## src/rtl/score_counter.sv

```systemverilog
// Game score generator: IDLE/RUN/OVER sequencing, prescaled score, speed level, best score.
// Optional SCORE_HISCORE_EN builds the hi_score register; otherwise hi_score is tied to 0.
module score_counter #(
  parameter int SCORE_W    = 13,
  parameter int TICK_DIV   = 50,
  parameter int MAX_SCORE  = 6399,
  parameter int LEVEL_STEP = 100
) (
  input  logic               clk2,
  input  logic               reset,
  input  logic               start,
  input  logic               hit,
  output logic [SCORE_W-1:0] score,
  output logic [SCORE_W-1:0] hi_score,
  output logic [2:0]         level,
  output logic               running,
  output logic               game_over
);

  // state  | meaning
  // S_IDLE | power-up, waiting for the first start edge
  // S_RUN  | score advancing at the prescaled rate
  // S_OVER | score frozen after a collision, waiting for restart
  typedef enum logic [1:0] {S_IDLE, S_RUN, S_OVER} state_t;

  localparam int PRESC_W = $clog2(TICK_DIV);
  localparam int STEP_W  = (LEVEL_STEP > 1) ? $clog2(LEVEL_STEP) : 1;
  localparam logic [PRESC_W-1:0] PRESC_LAST = PRESC_W'(TICK_DIV - 1);
  localparam logic [STEP_W-1:0]  STEP_LAST  = STEP_W'(LEVEL_STEP - 1);
  localparam logic [SCORE_W-1:0] SCORE_MAX  = SCORE_W'(MAX_SCORE);

  state_t             state, state_nxt;
  logic               start_d;
  logic               start_edge;
  logic               tick;
  logic               inc;
  logic [PRESC_W-1:0] presc;
  logic [STEP_W-1:0]  step;

  assign start_edge = start & ~start_d;
  assign tick       = (state == S_RUN) && (presc == PRESC_LAST);
  // hit wins over a same-cycle tick, so that increment is dropped
  assign inc        = tick && !hit && (score != SCORE_MAX);

  always_comb begin
    state_nxt = state;
    case (state)
      S_IDLE:  if (start_edge) state_nxt = S_RUN;
      S_RUN:   if (hit)        state_nxt = S_OVER;
      S_OVER:  if (start_edge) state_nxt = S_RUN;
      default: state_nxt = S_IDLE;
    endcase
  end

  always_ff @(posedge clk2 or negedge reset) begin
    if (!reset) begin
      state     <= S_IDLE;
      start_d   <= 1'b0;
      running   <= 1'b0;
      game_over <= 1'b0;
    end else begin
      state     <= state_nxt;
      start_d   <= start;
      running   <= (state_nxt == S_RUN);
      game_over <= (state_nxt == S_OVER);
    end
  end

  always_ff @(posedge clk2 or negedge reset) begin
    if (!reset) begin
      score <= '0;
      level <= '0;
      presc <= '0;
      step  <= '0;
    end else if ((state != S_RUN) && start_edge) begin
      score <= '0;
      level <= '0;
      presc <= '0;
      step  <= '0;
    end else if ((state == S_RUN) && !hit) begin
      presc <= (presc == PRESC_LAST) ? '0 : presc + 1'b1;
      if (inc) begin
        score <= score + 1'b1;
        if (step == STEP_LAST) begin
          step <= '0;
          if (level != 3'd7) level <= level + 3'd1;
        end else begin
          step <= step + 1'b1;
        end
      end
    end
  end

`ifdef SCORE_HISCORE_EN
  // compares the frozen score on the RUN -> OVER edge
  always_ff @(posedge clk2 or negedge reset) begin
    if (!reset)
      hi_score <= '0;
    else if ((state == S_RUN) && hit && (score > hi_score))
      hi_score <= score;
  end
`else
  assign hi_score = '0;
`endif

endmodule

```

## config.mk

```make
export PLATFORM = sky130hd
export DESIGN_NAME = score_counter
export DESIGN_NICKNAME = d
export VERILOG_FILES = /design/src/rtl/score_counter.sv
export SDC_FILE = /design/constraint.sdc
export NUM_CORES = 1
export LEC_CHECK = 0
export ABC_AREA = 0
export CAP_MARGIN = 40
export CORE_AREA = 2 2 81 52
export CTS_CLUSTER_DIAMETER = 30
export DETAILED_ROUTE_END_ITERATION = 16
export DIE_AREA = 0 0 83 54
export PLACE_DENSITY = 0.8
export SYNTH_ARGS = -nofsm -noshare
export SYNTH_HDL_FRONTEND = slang
export SYNTH_SLANG_ARGS = --single-unit
export TNS_END_PERCENT = 30
```

## constraint.sdc

```tcl
create_clock -name clk2 -period 3.2 [get_ports clk2]
set_input_delay 0.48 -clock clk2 [delete_from_list [all_inputs] [get_ports clk2]]
set_output_delay 0.48 -clock clk2 [all_outputs]
set_load 0.02 [all_outputs]
```

==> results_dict.tcl <==
set metrics [dict create \
    crit_required_ns 3.40 \
    cts_made_buffers 5 \
    worstMarginPinSlew_ns 0.8288 \
    die_w_um 83 \
    cts_root_buf "clkbuf_8" \
    wire_per_inst_um 14.26 \
    r2r-end "level[0]" \
    setup_viol 0 \
    fill_cells 323 \
    cts_tree "built" \
    io_buffers 21 \
    worstHoldStart "step[4]" \
    cp.arrival_ns 2.41 \
    drc_errors 0 \
    grt_max_degree 35 \
    cp_slowest_cell "or4_1" \
    startpoint_type "flip-flop" \
    met3_length_um 157 \
    wl_met2_um 1560 \
    diodes 0 \
    post_cts_buffers 0 \
    hpwl_um 2623 \
    post_cts_resized 0 \
    final_cells 273 \
    synth_edf_count 0 \
    gp_congestion 0.8530 \
    min_period_ns 2.209 \
    first_global_vias 1362 \
    cts_max_path_buffers 2 \
    ys_seq_area_frac 0.4342 \
    fin_ws_ns 0.9911 \
    holdCritPathClass "reg2reg" \
    drtIter0Drc 97 \
    grt_first_pass_wirelength_um 6644 \
    synthCells 204 \
    hold_viol 0 \
    clk_latency_ns 0.28 \
    synth_area_mm2 0.001959 \
    r2r-start "score[0]" \
    finClkSkew_ns 0.005295 \
    ys_seq_elements 34 \
    path_cells "ha_1 -> and4_1 -> and4b_1 -> or4_1 -> a21oi_1" \
    htreeDepth 2 \
    seqCellArea_um2 850.8 \
    holdPathStages 1 \
    pin_count 35 \
    peakVddDrop_mv 0.2292 \
    status "finished clean" \
    overflow 0 \
    cp-end-kind "flip-flop" \
    slowest_delay_ns 0.57 \
    yosys.area.top_type_share 0.4342 \
    core_area_mm2 0.003851 \
    vias 1532 \
    critPathMaxFanout 28 \
    synthTopCellsByArea "dfrtp_1 (43%), buf_4 (5.4%), o31ai_1 (4.2%), or4_1 (4.2%), a21oi_1 (4.1%)" \
    power_density_mw_per_mm2 395.3 \
    fin_area_mm2 0.002242 \
    worstSetupPathType "reg2reg" \
    avgSynthCellArea_um2 9.605 \
    timing.fmax_mhz 452.7 \
    first_pass_iters 4 \
    reg2regPathDepth 5 \
    maxCapViolCount 0 \
    wl_met1_um 2137 \
    via_per_inst 5.612 \
    ys_async_sr_fraction 1.000 \
    yosys_warnings 0 \
    maxSlewHeadroom 0.4470 \
    post-synth-top-count-cell "dfrtp_1" \
    final.period_utilization 0.6903 \
    finalSetupTns_ns 0 \
    die_y_um 54 \
    rows 18 \
    ant_nets 0 \
    initial_utilization 0.5088 \
    whs_endpoint "step[4]" \
    placedCellCount 267 \
    total_leakage_power_uw 0.0009187 \
    yosys_most_used_dff "dfrtp_1" \
    syn2layout_area_growth_pct 14.43 \
    drive_above_1_share 0.06278 \
    final_nets 234 \
    ys_top_cells_by_count "dfrtp_1 (34), a21oi_1 (16), nand2_1 (16)" \
    preCtsSetupSlack_ns 0.7393 \
    multi_input_area_um2 991.0 \
    r2r_setup_slack_ns 0.99 \
    ys_types 43 \
    cts.sinks 34 \
    yosys.area.top_type "dfrtp_1" \
    antenna_found_initial 0 \
    rsz0062_at_grt "false" \
    highest_layer "met4" \
    slew_viol_final 0 \
    postRouteWirelength_um 3892 \
    path_clk_slew_ns 0.07 \
    ctsHoldBuffers 0 \
    fp.dieArea_mm2 0.004482 \
    grt_use_total 0.1926 \
    postPlaceCellArea_mm2 0.002160 \
]
-- cell families (layout without fill, tap and decap cells) --
family,Yosys count,count (layout),synth area share
and+or+nand+nor,78,78,0.2439
muxes,6,6,0.03129
DFF,34,34,0.4342
xor gates and xnor gates,2,2,0.008942
buffers and inverters,29,36,0.08301
adders and majority gates,6,6,0.03831
AOI/OAI and AO/OA,48,48,0.1584
other,1,13,0.001914
-- stage by stage --
stage               utilization  power, µW  hold slack (ns)
global route             0.5822      923.3           0.5545
CTS                      0.5822      895.2           0.5256
global placement         0.5608      575.8           0.5017
detailed placement       0.5608      578.1           0.5241
finish                   0.5822      886.2           0.5240
floorplan                     -      551.6           0.1844
-- cell usage in the layout, fill, tap and decap left out, drive strengths merged, types with 2 or more instances in the layout --
| cell type | n |
|---|---|
| a21oi | 16 |
| and3 | 4 |
| and4b | 2 |
| buf | 3 |
| clkbuf | 6 |
| clkdlybuf4s50 | 21 |
| conb | 13 |
| dfrtp | 34 |
| ha | 6 |
| inv | 6 |
| mux2i | 5 |
| nand2 | 16 |
| nand2b | 6 |
| nand3 | 10 |
| nand4 | 3 |
| nor2 | 6 |
| nor3 | 4 |
| nor4 | 3 |
| o21ai | 5 |
| o22ai | 7 |
| o2bb2ai | 3 |
| o31ai | 11 |
| or3 | 3 |
| or4 | 11 |
| xor2 | 2 |
-- critical path, delay by kind of cell, from the launching register on --
family                   cells  cell delay (ns)
flip-flops                   1             0.41
AND/OR/NAND/NOR              3             1.30
adder cells (fa/ha/maj)      1             0.24
AO/OA/AOI/OAI                1             0.17
-- report_power, final --
part           internal (µW)  switching, µW  total (µW)
logic                   40.2           69.3         109
clock network            166            146         312
registers                448           16.5         465
total                    654            232         886
-- sequential cells by signal, summed over array words and instances, names as in the netlist --
signal     cells
level          3
start_d        1
state          2
game_over      1
presc          6
running        1
score         13
step           7
-- worst max-delay path by stage --
stage | from | slack [ns] | endpoint
finish | score[0] | 0.99 | level[0]
global route | score[0] | 0.77 | step[1]
floorplan | score[0] | 1.17 | score[11]
detailed placement | hit | 0.74 | score[4]
CTS | score[0] | 1.01 | level[0]
global placement | hit | 0.82 | step[2]
-- metal layers --
layer	global-route usage	vias up
met5	0	-
met4	0.06557	0
met3	0.05215	5
met2	0.2769	33
li1	-	782
met1	0.2812	712
-- area by class of cell --
class                   instances  area share
multi-input cells             153      0.4420
flip-flops and latches         34      0.3795
repair buffers                 24      0.1038
clock buffers                   6     0.03683
well taps                      50     0.02790
inverters                       6     0.01004
Power figures use the tool's default switching activity.
